--- config.mk ---
export PLATFORM = sky130hd
export DESIGN_NAME = fetch_unit
export DESIGN_NICKNAME = d
export VERILOG_FILES = /design/src/rtl/fetch_pkg.sv /design/src/rtl/program_counter.sv /design/src/rtl/fetch_unit.sv
export SDC_FILE = /design/constraint.sdc
export NUM_CORES = 1
export LEC_CHECK = 0
export CELL_PAD_IN_SITES_DETAIL_PLACEMENT = 0
export CELL_PAD_IN_SITES_GLOBAL_PLACEMENT = 2
export CORE_UTILIZATION = 28
export DETAILED_ROUTE_END_ITERATION = 6
export PLACE_DENSITY = 0.84
export SLEW_MARGIN = 10
export SYNTH_ARGS = -nofsm -noshare
export SYNTH_HDL_FRONTEND = slang
export SYNTH_SLANG_ARGS = --single-unit
--- constraint.sdc ---
create_clock -name clk -period 4.45 [get_ports clk]
set_input_delay 0.445 -clock clk [delete_from_list [all_inputs] [get_ports clk]]
set_output_delay 0.445 -clock clk [all_outputs]
set_load 0.1 [all_outputs]
--- src/rtl/fetch_pkg.sv ---
// Shared types and default sizing for the instruction fetch unit.
package fetch_pkg;

    localparam int FETCH_ADDR_W      = 8;
    localparam int FETCH_DATA_W      = 8;
    localparam int FETCH_WAIT_CYCLES = 1;

    typedef enum logic [1:0] {
        IDLE     = 2'd0,
        LOAD_AR  = 2'd1,
        WAIT_MEM = 2'd2,
        VALID    = 2'd3
    } fetch_state_e;

endpackage

--- src/rtl/program_counter.sv ---
// Program counter register: a parallel load takes priority over the +1 step.
module program_counter #(
    parameter int W = 8
) (
    input  logic         clk,
    input  logic         rst,
    input  logic         load,
    input  logic [W-1:0] load_value,
    input  logic         inc,
    output logic [W-1:0] value
);

    logic [W-1:0] value_q;
    logic [W-1:0] value_d;

    always_comb begin
        value_d = value_q;
        if (load) begin
            value_d = load_value;
        end else if (inc) begin
            value_d = value_q + W'(1);
        end
    end

    always_ff @(posedge clk) begin
        if (rst) begin
            value_q <= '0;
        end else begin
            value_q <= value_d;
        end
    end

    assign value = value_q;

endmodule

--- src/rtl/fetch_unit.sv ---
// Sequential instruction fetch: issue address, wait on memory, hold the word until
// the decoder accepts it. A jump redirects the PC and abandons any fetch in flight.
module fetch_unit
    import fetch_pkg::*;
#(
    parameter int ADDR_W      = FETCH_ADDR_W,
    parameter int DATA_W      = FETCH_DATA_W,
    parameter int WAIT_CYCLES = FETCH_WAIT_CYCLES
) (
    input  logic              clk,
    input  logic              rst,
    input  logic              run,
    input  logic              jump_valid,
    input  logic [ADDR_W-1:0] jump_addr,
    input  logic [DATA_W-1:0] mem_data,
    output logic [ADDR_W-1:0] mem_addr,
    output logic              ar_load,
    output logic [ADDR_W-1:0] pc,
    output logic [DATA_W-1:0] instr,
    output logic              instr_valid,
    input  logic              instr_ready
);

    localparam logic [3:0] WAIT_LD = 4'(WAIT_CYCLES);

    fetch_state_e      state_q, state_d;
    logic [3:0]        wait_cnt_q, wait_cnt_d;
    logic [ADDR_W-1:0] mem_addr_q, mem_addr_d;
    logic [DATA_W-1:0] instr_q, instr_d;
    logic              pc_load;
    logic              pc_inc;

    always_comb begin
        state_d    = state_q;
        wait_cnt_d = wait_cnt_q;
        mem_addr_d = mem_addr_q;
        instr_d    = instr_q;
        pc_load    = 1'b0;
        pc_inc     = 1'b0;

        // Once an address is issued, the fetch completes regardless of run.
        case (state_q)
            IDLE: begin
                if (run) state_d = LOAD_AR;
            end
            LOAD_AR: begin
                if (WAIT_CYCLES > 0) begin
                    state_d    = WAIT_MEM;
                    wait_cnt_d = WAIT_LD;
                end else begin
                    state_d = VALID;
                end
            end
            WAIT_MEM: begin
                wait_cnt_d = wait_cnt_q - 4'd1;
                if (wait_cnt_q <= 4'd1) state_d = VALID;
            end
            VALID: begin
                if (instr_ready) state_d = run ? LOAD_AR : IDLE;
            end
            default: state_d = IDLE;
        endcase

        if (jump_valid) begin
            state_d = run ? LOAD_AR : IDLE;
            pc_load = 1'b1;
        end

        pc_inc = (state_d == VALID) && (state_q != VALID);
        if (pc_inc) instr_d = mem_data;

        // The jump target becomes the PC on this same edge, so issue it directly.
        if (state_d == LOAD_AR) mem_addr_d = jump_valid ? jump_addr : pc;
    end

    always_ff @(posedge clk) begin
        if (rst) begin
            state_q    <= IDLE;
            wait_cnt_q <= '0;
            mem_addr_q <= '0;
            instr_q    <= '0;
        end else begin
            state_q    <= state_d;
            wait_cnt_q <= wait_cnt_d;
            mem_addr_q <= mem_addr_d;
            instr_q    <= instr_d;
        end
    end

    program_counter #(
        .W (ADDR_W)
    ) u_pc (
        .clk        (clk),
        .rst        (rst),
        .load       (pc_load),
        .load_value (jump_addr),
        .inc        (pc_inc),
        .value      (pc)
    );

    assign mem_addr    = mem_addr_q;
    assign instr       = instr_q;
    assign ar_load     = (state_q == LOAD_AR);
    assign instr_valid = (state_q == VALID);

endmodule
# Word-level counts from Yosys, hierarchy flattened

Index checks and enable logic that the tools add are counted.

Flip-flop bits (word level): 30
Output and inout port bits: 26
Logic and storage cells: 29

$add $sub $neg: 2
Magnitude comparators: 1
Equality and inequality tests: 6
Muxes and demuxes: 11
Reduce and logical (&&, ||, !) cells: 4

Operators with widths:

| kind                                                                   | count |
|---|---|
| 8-bit 2-to-1 mux                                                       | 3 |
| 8-bit by 1-bit adder with 8-bit output (second input constant)         | 1 |
| 2-bit 2-to-1 mux                                                       | 4 |
| 2-bit one-hot mux with 4 select lines                                  | 1 |
| 4-bit one-hot mux with 2 select lines                                  | 1 |
| 2-bit == test (second input constant)                                  | 3 |
| 2-bit by 1-bit == test with 1-bit output (second input constant)       | 2 |
| 4-bit by 1-bit <= comparator with 1-bit output (second input constant) | 1 |
| 2-bit nonzero test                                                     | 2 |
| 4-bit by 1-bit subtractor with 4-bit output (second input constant)    | 1 |
| 2-bit zero test                                                        | 1 |
| 1-bit 2-to-1 mux                                                       | 2 |
| 2-bit != test (second input constant)                                  | 1 |
| 1-bit logical AND                                                      | 1 |

# Longest topological paths before layout

Gate-level depths: netlist (run 1).

Depth after elaboration: 8
Gate-level depth with buffers: 9
Mapped depth without buffers: 7

# Hierarchy

A second synthesis (run 1) with hierarchy kept.

Cell total of the unflattened synthesis: 182
Area total of the unflattened synthesis: 1662.8 um2

Modules (own cells, without submodules):

| module          | times used | cells each | area an instance (um2) | seq. area each (um2) |
|---|---|---|---|---|
| fetch_unit      | 1          | 129        | 1198.6                 | 440.4 |
| program_counter | 1          | 53         | 464.2                  | 160.2 |

# Least setup slack after synthesis (run 1)

Ideal clock, no wire load.

Path type: reg-to-reg
Start point: register state_q[0]
End point: register u_pc.value_q[5] (netlist: u_pc.value[5])
Setup time: 0.120 ns
Arrival: 2.656 ns
Path slack: 1.674 ns
Cell stages (with the launch flop): 8
Buffers on the path: 1
Cells stage by stage: dfxtp_1 > ha_1 > nor3_1 > a211o_1 > or3_1 > buf_2 > o31a_1 > o31a_1

Longest elaborated chain between the ends: 6
Elaborated cells between the ends (all ways): 13
Those cells by class: eq/ne (5); mux (5); reduce/logical (3)

RTL lines:

| what                                     | line                  | text |
|---|---|---|
| start, declared                          | fetch_unit.sv:26      | `fetch_state_e state_q, state_d;` |
| start signal, assigned                   | fetch_unit.sv:83      | `state_q <= state_d;` |
| 2-bit by 1-bit == test with 1-bit output | n/a                   |  |
| named net ar_load                        | fetch_unit.sv:17      | `output logic ar_load,` |
| 2-bit one-hot mux with 4 select lines    | fetch_unit.sv:42      | `case (state_q)` |
| 2-bit 2-to-1 mux                         | fetch_unit.sv:64      | `if (jump_valid) begin` |
| 2-bit == test                            | fetch_unit.sv:69      | `pc_inc = (state_d == VALID) && (state_q != VALID);` |
| 1-bit logical AND                        | fetch_unit.sv:69      |  |
| 2-bit nonzero test (no source line)      | n/a                   |  |
| end signal, assigned                     | program_counter.sv:29 | `value_q <= value_d;` |
| end, declared                            | program_counter.sv:13 | `logic [W-1:0] value_q;` |

The timed path passes the listed nets, and every way through them passes these cells.
A chain may end at the register's enable or synchronous reset.

# Worst setup path after layout (run 1)

Start point: register state_q[0]
End point: output port instr_valid

Longest elaborated chain between the ends: 1

RTL lines:

| what          | line              | text |
|---|---|---|
| 2-bit == test | fetch_unit.sv:104 | `assign instr_valid = (state_q == VALID);` |
| end, declared | fetch_unit.sv:20  | `output logic instr_valid,` |

Every way passes these cells.

==> out/results.txt, run 1 <==
The logs give 194 for the number of standard cells after synthesis and 371 MHz for the maximum clock frequency. The share of final-layout standard cells stronger than drive strength 1 came out at 0.0542. STA classifies the critical path endpoint as an output port.

The logs give 0.00210 mm2 for the cell area reported after detailed placement and 2.25 ns for the data arrival time of the worst path. Measured along the y axis, the die boundary spans 77.0 um. Hold is met by 0.461 ns.

For the worst setup path, the data required time is 4.01 ns. The path depth of the worst reg2reg path was 6; the number of hold-repair buffers added at the cts stage was 0. The highest cell delay on the worst timing path is 1.16 ns, and the growth of design area from synthesis to finish is 40.1%. The number of buffers added by the clock tree synthesis step is 5, and the clock-pin transition on the worst setup and hold timing paths is 0.07 ns. The Yosys step of the flow raised 0 warnings. The core region is 0.00527 mm2.

The portion of the clock cycle consumed by the worst path in the final layout works out to 0.606. Summed over all layers, the global routing overflow is 0. Walking the worst path, the cells encountered are ha_1 -> clkdlybuf4s50_1. The buffering stage count on the worst path with inverters included works out to 1. The most common cell in the synthesized netlist was dfxtp_1. The total power consumption of the routed design was 824 uW.

The run gives 0.382 as the share of synthesized area occupied by flip-flops and latches. Kind of cell with the highest combined delay on the critical path: buffers and inverters. The initial antenna violation count is 0. STA classifies the critical path startpoint as a flip-flop. The tools report the clock skew as 0.00378 ns.

The width of the die is 77.0 um. The number of nets handed over by synthesis was 222. At the placement stage, the worst setup path has a slack of 1.47 ns. The run gives 2.72 mm as the HPWL reported at the end of detailed placement.

The largest area contributor in the synthesized netlist is dfxtp_1. The buffer depth of the longest clock path is 2, and the routability congestion estimate is 0.686. The remaining number of nets flagged by the antenna check after routing was 0; the number of buffers inserted by post-CTS setup repair was 0.

The total via count in the routed design was 1461. Entering global routing, the biggest net connects 32 pins. The number of vias per cell came out at 4.71.

Sorting the synthesized cells by area gives the leading types as dfxtp_1 (38%), a21oi_1 (7.6%), nand2_1 (6.7%). The run gives 4 as the total iterations of the first detailed-routing run. Buffers placed on the I/O ports in this run total 46. The netlist uses 35 different library cells. Among all stages on the critical path, the largest delay is contributed by clkdlybuf4s50_1. The startpoint identified for the worst hold timing path is instr[0]. The run gives 0.132 mV as the maximum ir drop on the vdd rail. Setup repair after global routing left no endpoint under its margin. CTS built an H-tree with a depth of 2.

The net switching component of the power was 296 uW. Once the clock tree was built, the resizer swapped 0 gates to a different size. With fillers left out, the area of the finished cells amounts to 0.00221 mm2. The switching power as a share of total power came out at 0.360. The run gives 0 as the antenna diode count.

The classification of the worst-slack hold path is reg -> reg. The final hold violation count came out at 0. Counting instances, the worst hold path has a depth of 2. In this run the worst path has a maximum fanout of 8. The row count was 26.

The logs give 0.139 for the combined global-route utilization of all metal layers and 75 for the number of DRC markers after the initial detailed-route iteration. Setup violations remaining at the end of the flow were counted as 0. The critical path in this run is classified as reg -> out. The die covers 0.00593 mm2. The commonest cells after synthesis are dfxtp_1 (30), nand2_1 (28), a21oi_1 (24). Counting the fill cells in the layout gives 566. The power share of the sequential group is 0.366. The worst max-slew margin expressed relative to the limit came out at 0.330. The number of max-cap violations is 0, and the portion of total power attributed to combinational logic is 0.298. For the pin with the worst max-slew slack, the measured transition is 0.997 ns. The later-pin clock latency in the skew report is 0.28 ns, and the number of synthesized register bits is 30. The flow ran to the end, and the final reports show no timing, DRC or antenna violations. For this design the top-level I/O count stands at 47. In this run the critical register-to-register path is captured at u_pc.value[5]. Clock tree synthesis found a total of 30 sinks. The first global-routing pass estimated 6.56 mm of wire. After detailed routing, the total wire length is 3.96 mm.

Summed over all cells, the static leakage comes to 0.000829 uW. For the finished layout, the period the worst path requires is 2.70 ns. The run gives 0.299 as the initial cell density of the core. The path with the worst hold slack has its endpoint at instr[0]. In this run the critical register-to-register path is launched from state_q[0]. The root buffer cell was clkbuf_8. The tools report the clock power share as 0.335. The mapped netlist covers 0.00157 mm2. The average instance in the mapped netlist occupies 8.11 um2.

For the sum of negative setup slack, the log shows 0 ns. The number of synthesized flops with an enable pin was 0; the per-cell routed wire length was 12.8 um. Dividing total power by cell area gives a power density of 373 mW/mm2. The run gives 1325 as the via count of the first global-routing pass. The area share of the largest cell type after synthesis was 0.382; the final layout net count was 267.

The cell-internal power was 527 uW. TritonCTS built the clock tree. The number of pins exceeding their max-slew limit in the final report was 0. The run gives 1.87 ns as the setup slack on the worst flop-to-flop path. For the final routed DRC violation total, the log shows 0. The most used flip-flop cell after synthesis is dfxtp_1.

After layout, the worst setup slack is 1.75 ns. The fraction of registers with async set or reset after synthesis is 0.
## logic make-up after synthesis
logic type      synth area share
simple gates               0.251
compound gates             0.205
flops                      0.382
buf+inv                   0.0501
mux                       0.0453
fa+ha+maj                 0.0556
xor+xnor                  0.0111
## stage by stage
stage	cells	utilization
final	310	0.419
after global routing	310	0.419
after CTS	310	0.419
after detailed placement	302	0.398
after global placement	302	0.398
after floorplan	194	-
## layer usage
metal	global-route usage	share of wire
met1	0.197	0.53
met2	0.193	0.41
met3	0.0417	0.047
met4	0.0566	0.017
met5	0	0
## power by group through the flow
stage	clock network, uW	registers, uW	logic, uW
after global routing	301	305	262
final	276	302	246
after detailed placement	0	308	246
after CTS	284	302	247
after global placement	0	308	246
after floorplan	0	406	81.2
## how the worst max path moves through the flow
stage               startpoint            end  slack, ns  cells past startpoint
global placement    jump_valid  u_pc.value[5]       1.49                      7
detailed placement  jump_valid  u_pc.value[7]       1.47                      7
CTS                 state_q[0]    instr_valid       1.75                      2
finish              state_q[0]    instr_valid       1.75                      2
floorplan           state_q[0]  u_pc.value[5]       1.67                      7
global route        jump_valid  u_pc.value[5]       1.61                      7
## final cells by class
type	instances	area, um2	area share
Clock inverter	2	37.5	0.0170
Tap cell	70	87.6	0.0397
Sequential cell	30	601	0.272
Clock buffer	6	72.6	0.0329
Multi-Input combinational cell	144	895	0.406
Timing Repair Buffer	48	475	0.216
Inverter	10	37.5	0.0170
## cell usage in the layout (no fill, tap or decap)
master	instances
dfxtp_1	30
ha_1	7
o21bai_1	1
a2111oi_2	1
a2bb2oi_1	1
o31a_1	4
buf_4	2
nor3b_1	2
a22oi_1	1
nor4b_2	1
inv_1	10
mux2_2	1
nand2_1	28
mux2i_1	6
a211o_1	2
o211a_1	1
nor2_1	8
a211oi_1	1
nor3_1	7
clkdlybuf4s50_1	46
clkbuf_8	5
nor2b_1	9
o22a_1	1
nand2b_1	1
o21a_1	2
or2_2	1
a21oi_1	24
or3_1	6
o21ai_0	10
nor4_1	3
nand3_1	5
clkinvlp_4	1
o311a_1	2
xor2_1	2
nand4_1	1
or4_1	4
clkbuf_1	1
bufinv_16	1
nand4b_1	1
## worst reg2reg max path, cell delays in order (launching register included)
cell	delay [ns]
dfxtp_1	0.50
inv_1	0.11
ha_1	0.30
a211o_1	0.38
or3_1	0.57
o31a_1	0.38
o31a_1	0.23
## sequential cells by signal, summed over array words and instances, names as in the netlist
name and cells:
state_q 2, mem_addr 8, u_pc.value 8, wait_cnt_q 4, instr 8
No activity file was read; power rests on OpenSTA's default activity.
==> inputs of run 2 (changes only) <==
--- a/config.mk
+++ b/config.mk
@@ -7,9 +7,9 @@
 export LEC_CHECK = 0
 export CELL_PAD_IN_SITES_DETAIL_PLACEMENT = 0
 export CELL_PAD_IN_SITES_GLOBAL_PLACEMENT = 2
-export CORE_UTILIZATION = 28
+export CORE_UTILIZATION = 26
 export DETAILED_ROUTE_END_ITERATION = 6
-export PLACE_DENSITY = 0.84
+export PLACE_DENSITY = 0.79
 export SLEW_MARGIN = 10
 export SYNTH_ARGS = -nofsm -noshare
 export SYNTH_HDL_FRONTEND = slang
==> constraint.sdc (replaced) <==
create_clock -name clk -period 2.7 [get_ports clk]
set_input_delay 0.27 -clock clk [delete_from_list [all_inputs] [get_ports clk]]
set_output_delay 0.27 -clock clk [all_outputs]
set_load 0.1 [all_outputs]
==> run 2 against run 1 <==
Via count is 2.5% higher. Flip-flop and latch count stayed put. Non-clock buffer count up 5. Total power rose by 56%. Critical path depth up 5. Sequential share of layout area grew 0.52 points. Largest power group unchanged. Highest routed layer unchanged.
==> out/results.txt, run 2 (synthesized netlist as in run 1, its figures left out) <==
TritonCTS built the clock tree. For the clock power share, the log shows 0.296 (-0.039). The tools report the final hold violation count as 0 (unchanged). For the count of endpoints failing setup in the final report, the log shows 0 (unchanged). The tools report the initial cell density of the core as 0.277 (-0.0213). The slowest stage of the critical path is the nor3_1 cell. For the total routed wirelength, the log shows 4.09 mm (+3.5%). The top cell types in the final layout, fill and taps aside, are buf_4 (33), dfxtp_1 (30), nand2_1 (28), a21oi_1 (24), clkdlybuf4s50_1 (20). The tree is rooted in a clkbuf_8. The maximum fanout encountered on the critical timing path is 9 (+1).

The run gives 0.692 (+0.85%) as the routability congestion estimate. The run gives 0 (unchanged) as the final global-route overflow total. Global-route wire length before repair: 6.76 mm (+3.2%). The number of DRC markers after the initial detailed-route iteration came out at 52 (-31%).

The final non-filler cell area was 0.00216 mm2 (-1.9%). For the combined area of the multi-input logic cells, the log shows 897 um2 (+0.28%). The power share of the sequential group is 0.386 (+0.020).

The row count came out at 27 (+3.8%). The placed instance count is 309 (+2.3%). For the sum of negative setup slack, the log shows 0 ns (unchanged). The number of filler cells placed in the layout is 632 (+12%), and the total power divided by cell area is 592 mW/mm2 (+59%). The tools report the number of pins exceeding their max-slew limit in the final report as 0 (unchanged).

The run gives 30 (unchanged) as the number of sinks driven by the clock tree. The run gives 209 um (+13%) as the met3 wirelength from detailed routing. The net switching component of the power was 485 uW (+64%); the number of vias per cell was 4.73 (+0.27%). The flow ran to the end, and the final reports show no timing, DRC or antenna violations. The signal on the critical path passes through inv_1 -> ha_1 -> nor3_1 -> a211o_1 -> nor3_1 -> a22oi_1 -> a21oi_1. The top-level I/O count came out at 47 (unchanged).

The share of final-layout standard cells stronger than drive strength 1 was 0.184 (+0.130); the count of buffers inserted at the top-level ports was 46 (unchanged). The tools report the kind of start point of the critical path as a flip-flop. The number of buffers added by the clock tree synthesis step came out at 5 (unchanged). Cell-internal power: 797 uW (+51%). The run gives 0 (unchanged) as the remaining number of nets flagged by the antenna check after routing. The met2 wire length came out at 1.72 mm (+6.3%). The run gives 272 (+1.9%) as the final layout net count. The number of hold-repair buffers added at the cts stage was 0 (unchanged); the number of resized instances in the post-cts repair step was 0 (unchanged).

The final routed DRC violation total was 0 (unchanged). STA classifies the critical path endpoint as a flip-flop. Width of the die: 79.8 um (+3.7%). The tools report the wire length on met1 as 2.08 mm (about the same). The run gives 0.318 (+0.020) as the portion of total power attributed to combinational logic. The highest cell delay on the worst timing path is 0.82 ns (-0.34 ns).

Setup repair after global routing left no endpoint under its margin. Number of max-cap violations: 0 (unchanged). The actual transition at the worst max-transition pin was 1.01 ns (+0.0117 ns); the initial antenna violation count was 0 (unchanged). The tools report the die area as 0.00637 mm2 (+7.5%). The highest layer touched by signal routing is met4. The run gives 427 MHz as the maximum clock frequency. The setup slack after layout is 0.356 ns (-1.40 ns). The die span in y works out to 79.8 um (+3.7%). Relative to the synthesized area, the layout overhead comes to 37.5%. The tools report the buffer depth of the longest clock path as 2 (unchanged). The clock skew was 0.00297 ns (-0.000815 ns). The data arrival time of the worst path is 2.56 ns (+0.31 ns), and the total via count in the routed design is 1498 (+2.5%). The later-pin clock latency in the skew report is 0.28 ns (about the same). The leakage power of the design came out at 0.000895 uW (+8.0%). The data required time of the critical path is 2.92 ns (-1.09 ns), and the maximum ir drop on the vdd rail is 0.251 mV (+91%). The run gives 2 (unchanged) as the maximum level of the CTS H-tree. In this design, the critical path's most frequently occurring cell is nor3_1. Classification of the worst-slack hold path: reg -> reg. For the register area, the log shows 601 um2 (unchanged). The library cell used most frequently in the layout, excluding fill and tap cells, is buf_4. The cell area reported after detailed placement is 0.00207 mm2 (-1.1%), and the clock-pin transition on the worst setup and hold timing paths is 0.07 ns (about the same). The shortest period the worst path allows is 2.34 ns, and the antenna diode count is 0 (unchanged). The portion of the clock cycle consumed by the worst path in the final layout was 0.868; the placeable core region was 0.00568 mm2 (+7.7%).

The HPWL reported at the end of detailed placement was 2.96 mm (+8.8%); the total iterations of the first detailed-routing run was 2 (-2). The combined global-route utilization of all metal layers is 0.140 (+0.000606), and the per-cell routed wire length is 12.9 um (+1.2%). The tools report the pre-CTS worst setup slack as 0.169 ns (-1.30 ns).

The critical setup path kind is reg -> reg. The worst max-slew margin expressed relative to the limit is 0.322 (-0.00788), and the switching power as a share of total power is 0.378 (+0.0187). The total power consumption of the routed design is 1280 uW (+56%), and the number of buffers inserted by post-CTS setup repair is 0 (unchanged). The maximum number of pins on one net before global-route repair is 27 (-16%), and the via count of the first global-routing pass is 1403 (+5.9%). The final non-filler cell total came out at 317 (+2.3%).
-- run 2: cell count changes in the layout (fill, tap and decap cells not counted), sizes merged --
cell,previous run,this run
clkinvlp,1,0
bufinv,1,0
clkdlybuf4s50,46,20
clkbuf,6,7
buf,2,33
clkinv,0,1
-- run 2: layer usage --
layer | track usage | vias to the layer above
li1 | - | 790
met1 | 0.190 | 671
met2 | 0.199 | 31
met3 | 0.0423 | 6
met4 | 0.0643 | 0
met5 | 0 | -
-- run 2: path summary, 6_finish.rpt --
| path | from | end | slack [ns] | cells after the start |
|---|---|---|---|---|
| min reg2reg | instr[7] | instr[7] | 0.46 | 2 |
| max reg2reg | state_q[1] | u_pc.value[1] | 0.36 | 7 |
| min | instr[7] | instr[7] | 0.46 | 2 |
| max | state_q[1] | u_pc.value[1] | 0.36 | 7 |
-- run 2: worst max-delay path, delay by kind of cell, from the launching register on --
family	cells	cell delay, ns
AOI/OAI and AO/OA	3	0.64
DFF	1	0.35
adders and majority gates	1	0.30
and+or+nand+nor	2	0.90
buffers and inverters	1	0.09
-- run 2: cell type report --
cell class | count | area share
Multi-Input combinational cell | 144 | 0.414
Sequential cell | 30 | 0.277
Timing Repair Buffer | 53 | 0.207
Tap cell | 72 | 0.0416
Clock buffer | 7 | 0.0399
Inverter | 10 | 0.0173
Clock inverter | 1 | 0.00231
-- run 2: power by group through the flow --
stage / registers (uW) / logic (uW) / clock network (uW)
2_1_floorplan: 670 / 135 / 0
5_1_grt: 500 / 436 / 417
3_3_place_gp: 505 / 411 / 0
3_5_place_dp: 505 / 409 / 0
4_1_cts: 496 / 411 / 394
6_report: 495 / 408 / 379
-- run 2: through the flow --
stage / utilization / hold WS [ns]
floorplan: - / 0.406
global placement: 0.365 / 0.450
detailed placement: 0.365 / 0.450
CTS: 0.381 / 0.462
global route: 0.381 / 0.476
finish: 0.381 / 0.459
==> inputs of run 3 (changes only) <==
--- a/config.mk
+++ b/config.mk
@@ -8,9 +8,10 @@
 export CELL_PAD_IN_SITES_DETAIL_PLACEMENT = 0
 export CELL_PAD_IN_SITES_GLOBAL_PLACEMENT = 2
 export CORE_UTILIZATION = 26
+export CTS_CLUSTER_SIZE = 8
 export DETAILED_ROUTE_END_ITERATION = 6
 export PLACE_DENSITY = 0.79
-export SLEW_MARGIN = 10
 export SYNTH_ARGS = -nofsm -noshare
 export SYNTH_HDL_FRONTEND = slang
 export SYNTH_SLANG_ARGS = --single-unit
+export TNS_END_PERCENT = 20
==> results of run 3 <==
The final DEF is identical to that of run 2; final timing and power are the same.
